<file path="src/rtl/knn_blk_sched.sv">
// Block scheduler: runs KNN once per equal-size block, rebasing coord reads and packing map writes in GLB.
// Optional coord-fetch stall counter is built only when KNN_SCHED_PERF_EN is defined.
module knn_blk_sched #(
    parameter int IDX_WIDTH  = 10,
    parameter int MAP_WIDTH  = 5,
    parameter int BLK_WIDTH  = 8,
    parameter int ADDR_WIDTH = 16
) (
    input  logic                  clk,
    input  logic                  rst_n,
    input  logic                  CCUSCH_CfgVld,
    output logic                  SCHCCU_CfgRdy,
    input  logic [BLK_WIDTH-1:0]  CCUSCH_CfgNumBlk,
    input  logic [IDX_WIDTH-1:0]  CCUSCH_CfgNip,
    input  logic [MAP_WIDTH-1:0]  CCUSCH_CfgK,
    input  logic [ADDR_WIDTH-1:0] CCUSCH_CfgCrdBase,
    input  logic [ADDR_WIDTH-1:0] CCUSCH_CfgMapBase,
    input  logic                  CCUSCH_Abort,
    output logic                  SCHCCU_Done,
    output logic [31:0]           SCHCCU_StallCnt,
    output logic                  SCHKNN_Rst,
    output logic                  SCHKNN_CfgVld,
    input  logic                  KNNSCH_CfgRdy,
    output logic [IDX_WIDTH-1:0]  SCHKNN_CfgNip,
    output logic [MAP_WIDTH-1:0]  SCHKNN_CfgK,
    input  logic [IDX_WIDTH-1:0]  KNNSCH_CrdAddr,
    input  logic                  KNNSCH_CrdAddrVld,
    output logic                  SCHKNN_CrdAddrRdy,
    output logic [ADDR_WIDTH-1:0] SCHGLB_CrdAddr,
    output logic                  SCHGLB_CrdAddrVld,
    input  logic                  GLBSCH_CrdAddrRdy,
    input  logic                  KNNSCH_MapHs,
    output logic [ADDR_WIDTH-1:0] SCHGLB_MapAddr
);

    typedef enum logic [2:0] {
        S_IDLE, S_RST, S_CFG, S_RUN, S_DONE, S_ABRT
    } state_t;

    localparam logic [ADDR_WIDTH-1:0] A_ONE = ADDR_WIDTH'(1);
    localparam logic [BLK_WIDTH-1:0]  B_ONE = BLK_WIDTH'(1);

    state_t                r_state;
    logic                  r_cfg_rdy;
    logic                  r_knn_rst;
    logic                  r_knn_cfg_vld;
    logic                  r_done;
    logic                  r_run;
    logic [BLK_WIDTH-1:0]  r_num_blk;
    logic [BLK_WIDTH-1:0]  r_blk_idx;
    logic [IDX_WIDTH-1:0]  r_nip;
    logic [MAP_WIDTH-1:0]  r_k;
    logic [ADDR_WIDTH-1:0] r_crd_base;
    logic [ADDR_WIDTH-1:0] r_map_base;
    logic [ADDR_WIDTH-1:0] r_blk_off;
    logic [ADDR_WIDTH-1:0] r_map_cnt;

    logic                  w_accept;
    logic                  w_abort;
    logic                  w_crd_vld;
    logic [ADDR_WIDTH-1:0] w_blk_size;

    assign w_accept   = (r_state == S_IDLE) && CCUSCH_CfgVld;
    // An abort already in flight is not restarted, so one abort gives exactly one KNN reset.
    assign w_abort    = CCUSCH_Abort && (r_state != S_IDLE) && (r_state != S_ABRT);
    assign w_blk_size = ADDR_WIDTH'(r_nip) + A_ONE;
    assign w_crd_vld  = KNNSCH_CrdAddrVld && r_run;

    always_ff @(posedge clk or negedge rst_n) begin
        if (!rst_n) begin
            r_state       <= S_IDLE;
            r_cfg_rdy     <= 1'b1;
            r_knn_rst     <= 1'b0;
            r_knn_cfg_vld <= 1'b0;
            r_done        <= 1'b0;
            r_run         <= 1'b0;
            r_num_blk     <= '0;
            r_blk_idx     <= '0;
            r_nip         <= '0;
            r_k           <= '0;
            r_crd_base    <= '0;
            r_map_base    <= '0;
            r_blk_off     <= '0;
            r_map_cnt     <= '0;
        end else begin
            r_knn_rst <= 1'b0;
            r_done    <= 1'b0;
            if (r_run && KNNSCH_MapHs) begin
                r_map_cnt <= r_map_cnt + A_ONE;
            end
            if (w_abort) begin
                r_state       <= S_ABRT;
                r_knn_rst     <= 1'b1;
                r_knn_cfg_vld <= 1'b0;
                r_run         <= 1'b0;
                r_cfg_rdy     <= 1'b0;
            end else begin
                case (r_state)
                    S_IDLE: begin
                        if (CCUSCH_CfgVld) begin
                            r_num_blk  <= CCUSCH_CfgNumBlk;
                            r_nip      <= CCUSCH_CfgNip;
                            r_k        <= CCUSCH_CfgK;
                            r_crd_base <= CCUSCH_CfgCrdBase;
                            r_map_base <= CCUSCH_CfgMapBase;
                            r_blk_idx  <= '0;
                            r_blk_off  <= '0;
                            r_map_cnt  <= '0;
                            r_state    <= S_RST;
                            r_knn_rst  <= 1'b1;
                            r_cfg_rdy  <= 1'b0;
                        end
                    end
                    S_RST: begin
                        r_state       <= S_CFG;
                        r_knn_cfg_vld <= 1'b1;
                    end
                    S_CFG: begin
                        if (KNNSCH_CfgRdy) begin
                            r_state       <= S_RUN;
                            r_knn_cfg_vld <= 1'b0;
                            r_run         <= 1'b1;
                        end
                    end
                    S_RUN: begin
                        // KNN raising CfgRdy again means it has returned to idle after this block.
                        if (KNNSCH_CfgRdy) begin
                            r_run <= 1'b0;
                            if (r_blk_idx == r_num_blk) begin
                                r_state <= S_DONE;
                                r_done  <= 1'b1;
                            end else begin
                                r_blk_idx <= r_blk_idx + B_ONE;
                                r_blk_off <= r_blk_off + w_blk_size;
                                r_state   <= S_RST;
                                r_knn_rst <= 1'b1;
                            end
                        end
                    end
                    S_DONE: begin
                        r_state   <= S_IDLE;
                        r_cfg_rdy <= 1'b1;
                    end
                    S_ABRT: begin
                        r_state   <= S_IDLE;
                        r_cfg_rdy <= 1'b1;
                    end
                    default: begin
                        r_state   <= S_IDLE;
                        r_cfg_rdy <= 1'b1;
                    end
                endcase
            end
        end
    end

`ifdef KNN_SCHED_PERF_EN
    logic [31:0] r_stall_cnt;

    always_ff @(posedge clk or negedge rst_n) begin
        if (!rst_n) begin
            r_stall_cnt <= '0;
        end else if (w_accept) begin
            r_stall_cnt <= '0;
        end else if (w_crd_vld && !GLBSCH_CrdAddrRdy && (r_stall_cnt != 32'hFFFF_FFFF)) begin
            r_stall_cnt <= r_stall_cnt + 32'd1;
        end
    end

    assign SCHCCU_StallCnt = r_stall_cnt;
`else
    assign SCHCCU_StallCnt = 32'd0;
`endif

    assign SCHCCU_CfgRdy     = r_cfg_rdy;
    assign SCHCCU_Done       = r_done;
    assign SCHKNN_Rst        = r_knn_rst;
    assign SCHKNN_CfgVld     = r_knn_cfg_vld;
    assign SCHKNN_CfgNip     = r_nip;
    assign SCHKNN_CfgK       = r_k;
    // Address path is pure combinational passthrough with rebasing; wraps silently.
    assign SCHGLB_CrdAddr    = r_crd_base + r_blk_off + ADDR_WIDTH'(KNNSCH_CrdAddr);
    assign SCHGLB_CrdAddrVld = w_crd_vld;
    assign SCHKNN_CrdAddrRdy = GLBSCH_CrdAddrRdy && r_run;
    assign SCHGLB_MapAddr    = r_map_base + r_map_cnt;

endmodule

</file>
<file path="config.mk">
export PLATFORM = sky130hd
export DESIGN_NAME = knn_blk_sched
export DESIGN_NICKNAME = d
export VERILOG_FILES = /design/src/rtl/knn_blk_sched.sv
export SDC_FILE = /design/constraint.sdc
export NUM_CORES = 1
export LEC_CHECK = 0
export BUFFER_PORTS_ARGS = -buffer_cell sky130_fd_sc_hd__clkbuf_2
export CORE_AREA = 2 2 136 98
export DETAILED_ROUTE_END_ITERATION = 6
export DIE_AREA = 0 0 138 100
export PLACE_DENSITY = 0.77
export SLEW_MARGIN = 20
export SYNTH_ARGS = -nofsm -noshare
export SYNTH_HDL_FRONTEND = slang
export SYNTH_SLANG_ARGS = --single-unit
</file>
<file path="constraint.sdc">
create_clock -name clk -period 5.1 [get_ports clk]
set_clock_uncertainty 0.1 [all_clocks]
set_input_delay 1.02 -clock clk [delete_from_list [all_inputs] [get_ports clk]]
set_output_delay 1.02 -clock clk [all_outputs]
set_load 0.02 [all_outputs]
</file>
==> impl_metrics.csv <==
group,metric,value,unit
final_layout,post_route_cells_drive_above_1_share,0.266,
pwr,p_int,0.00280,W
sta,worstMarginPinSlew,0.950,ns
hold_path,hold-path-cell-count,1,
sta,grt_setup_unrepaired,"false",
sta,hold_violations,0,
floorplanning,die_h,100,µm
logic_synthesis,synth_cell_types,62,
critical_path,path_cells,"clkbuf_2 -> fa_1 -> ha_1 -> a21o_1 -> or3_1 -> o221ai_2 -> a31oi_1 -> or4_1 -> nand3_1 -> clkbuf_2",
placement,hpwl,11000,µm
logic_synthesis,synth_area,6720,µm²
logic_synthesis,synth_seq_cells,103,
sta,setup_slack,0.180,ns
routing,viasPerCell,5.50,
pwr,seq_power_share,0.271,
logic_synthesis,synth_top_flop_cell,"dfrtp_1",
floorplanning,initial_utilization,0.529,
pwr,leakagePower,3.72,nW
sta,setup_violations,0,
placement,portBuffers,125,
logic_synthesis,synth-seq-area-share,0.384,
placement,dpl_worst_slack,0.124,ns
critical_path,worstPathMaxFanout,4,
critical_path,reg2reg_depth,9,
final_layout,area_growth,14.4,%
final_layout,num-fill-cells,1049,
clocking,clk_path_buf_depth,2,
routing,wirelength,14700,µm
sta,min_period_over_period,0.965,
logic_synthesis,syn_area_per_cell,10.2,µm²
final_layout,diodes,0,
routing,wl_per_cell,15.5,µm
logic_synthesis,synth-edff-count,0,
critical_path,cpPeakStageDelay,0.49,ns
placement,gp_congestion,0.873,
pwr,powerDensity,681,nW/µm²
sta,drv_slew,0,
logic_synthesis,synth_warnings,0,
routing,drc_errors,0,
floorplanning,die_w,138,µm
sta,slew-limit-headroom,0.367,
clocking,cts_setup_buffers,0,
clocking,root_buffer,"clkbuf_16",
grt,grt_pass1_wl,24200,µm
routing,ant_nets,0,
floorplanning,die-area,13800,µm²
clocking,htree_levels,3,
clocking,clk_latency,0.35,ns
critical_path,end_kind,"output pin",
final_layout,num-nets-final,908,
pwr,ir_worst_vdd,619,µV
floorplanning,rows,35,
clocking,clk_pin_slew,0.07,ns
grt,antenna_found_initial,0,
logic_synthesis,async_reset_ff_frac,1.00,
pwr,comb_power_share,0.592,
critical_path,required,3.98,ns
logic_synthesis,syn_inst,657,
clocking,cts_tree,"yes",
pwr,p_clk_frac,0.137,
critical_path,start_kind,"primary input",
sta,fmax,0.203,GHz
routing,drt_iter0_markers,270,
routing,drt_first_pass_iters,4,
grt,grt_usage,0.213,
run,max-cap-violations,0,
floorplanning,io_pins,158,
critical_path,worst_ep_arrival_time,3.80,ns
routing,num_vias,5205,
sta,finalCriticalPeriod,4.92,ns
clocking,hold_buffers,0,
sta,setup_tns,0,ns
grt,grt_pass1_vias,4953,
floorplanning,coreArea,12700,µm²
pwr,fin_total_pwr,0.00524,W
outcome,status,"finished clean",
clocking,cts_made_buffers,9,
grt,gr-total-overflow,0,
critical_path,cp_common_cell,"clkbuf_2",
clocking,clock_sinks,103,
pwr,p_sw,0.00244,W
grt,grt_max_degree,74,
critical_path,crit_type,"primary input to output pin",
critical_path,cp_slowest_cell,"fa_1",
hold_path,hold_path_class,"flip-flop to flip-flop",
pwr,switching_share,0.465,
sequential cells by signal, indices dropped and copies added, names as in the netlist:
register / cells
r_blk_off: 16
r_crd_base: 16
r_map_base: 16
r_map_cnt: 16
SCHKNN_CfgNip: 10
r_blk_idx: 8
r_num_blk: 8
SCHKNN_CfgK: 5
r_state: 3
SCHCCU_CfgRdy: 1
SCHCCU_Done: 1
SCHKNN_CfgVld: 1
SCHKNN_Rst: 1
r_run: 1
cell usage after synthesis (all sizes together) (2+ instances only):
library cell  count  share of area
a2111oi           4         0.0080
a211oi            8         0.0089
a21boi            2         0.0022
a21o             12          0.013
a21oi            33          0.025
a311oi            2         0.0026
a31o              3         0.0052
a31oi             2         0.0019
and2              4         0.0037
and3              6         0.0056
buf              40          0.044
clkbuf           11         0.0061
dfrtp           102           0.38
fa               13          0.039
ha               46          0.086
inv              26          0.015
mux2             53          0.089
nand2            39          0.022
nand2b            4         0.0037
nand3            15          0.011
nand4            11          0.010
nor2             51          0.028
nor2b             8         0.0074
nor3             12         0.0097
nor3b             2         0.0022
nor4              6         0.0087
o21a              8         0.0089
o21ai            35          0.026
o21bai            4         0.0045
o221ai            2         0.0026
o31a              3         0.0039
o31ai             5         0.0056
or3               5         0.0047
xnor2            36          0.047
xor2             25          0.033
per-stage QoR:
stage                     hold WS (ns)  cell area (µm²)   util  instances
after floorplan                  0.350             6840      -        688
final                            0.407             7690  0.606        947
after global routing             0.425             7690  0.606        947
after CTS                        0.411             7680  0.605        947
after detailed placement         0.396             7370  0.580        931
after global placement           0.362             7370  0.580        931
power groups by stage:
stage,logic (W),clock network [W],registers (W)
2_1_floorplan,0.00224,0,0.00141
5_1_grt,0.00336,0.000764,0.00147
3_5_place_dp,0.00305,0,0.00143
4_1_cts,0.00307,0.000730,0.00142
3_3_place_gp,0.00292,0,0.00142
6_report,0.00310,0.000719,0.00142
what timing repair did:
action / in CTS / in global routing
setup endpoints to repair: 0 / 2
endpoints found under the hold margin: 0 / 0
resized for setup: 0 / 2
per-layer routing:
metal | part of all wire | GRT usage | vias to the layer above
met5 | 0 | 0 | -
met4 | 0.0096 | 0.0589 | 0
met3 | 0.046 | 0.0396 | 14
met2 | 0.46 | 0.346 | 143
met1 | 0.48 | 0.296 | 2538
li1 | - | - | 2510
cells by family after synthesis:
group	Yosys count	synth area share
compound gates	135	0.134
xor+xnor	61	0.0795
fa+ha+maj	59	0.124
buf+inv	77	0.0646
flops	103	0.384
mux	53	0.0888
other cells	1	0.000558
simple gates	168	0.125
final cells by class:
class	count	area [µm²]	area share
clock inverter	5	56.3	0.00732
tap	166	208	0.0270
timing repair buffer	128	651	0.0846
sequential	103	2580	0.335
multi-input combinational	508	3850	0.500
clock buffer	11	253	0.0329
inverter	26	97.6	0.0127
placed cells by master (no fill, tap or decap), types with 3 or more instances in the layout:
| cell | synthesis | final |
|---|---|---|
| clkbuf_2 | 0 | 124 |
| dfrtp_1 | 102 | 102 |
| mux2_2 | 53 | 53 |
| nor2_1 | 51 | 51 |
| ha_1 | 46 | 46 |
| nand2_1 | 39 | 39 |
| xnor2_1 | 36 | 36 |
| o21ai_0 | 35 | 35 |
| a21oi_1 | 33 | 33 |
| conb_1 | 1 | 32 |
| inv_1 | 26 | 26 |
| xor2_1 | 25 | 25 |
| nand3_1 | 15 | 15 |
| fa_1 | 13 | 13 |
| a21o_1 | 12 | 12 |
| nand4_1 | 11 | 11 |
| nor3_1 | 11 | 11 |
| clkbuf_16 | 0 | 9 |
| nor2b_1 | 8 | 8 |
| o21a_1 | 8 | 8 |
| a211oi_1 | 8 | 8 |
| and3_1 | 6 | 6 |
| or3_1 | 5 | 5 |
| o31ai_1 | 5 | 5 |
| nor4_1 | 4 | 4 |
| o21bai_1 | 4 | 4 |
| and2_1 | 4 | 4 |
| nand2b_1 | 4 | 4 |
| buf_4 | 34 | 4 |
| o31a_1 | 3 | 3 |
| a2111oi_0 | 3 | 3 |
worst paths after layout:
kind                                   start  slack [ns]                  to
setup / recovery           KNNSCH_CrdAddr[8]        0.18  SCHGLB_CrdAddr[15]
hold / removal                SCHKNN_CfgK[2]        0.41      SCHKNN_CfgK[2]
setup reg to reg                r_blk_off[0]        2.50       r_blk_off[14]
hold reg to reg               SCHKNN_CfgK[2]        0.41      SCHKNN_CfgK[2]
max in group asynchronous              rst_n        3.22        r_blk_off[4]
min in group asynchronous              rst_n        0.72      r_crd_base[14]
worst max-delay path: cells and delay by family:
family / cells / cell delay [ns]
adders and majority gates: 2 / 0.87
buffers and inverters: 2 / 0.26
AOI/OAI and AO/OA: 3 / 0.78
and+or+nand+nor: 3 / 0.86
Power figures use the tool's default switching activity.
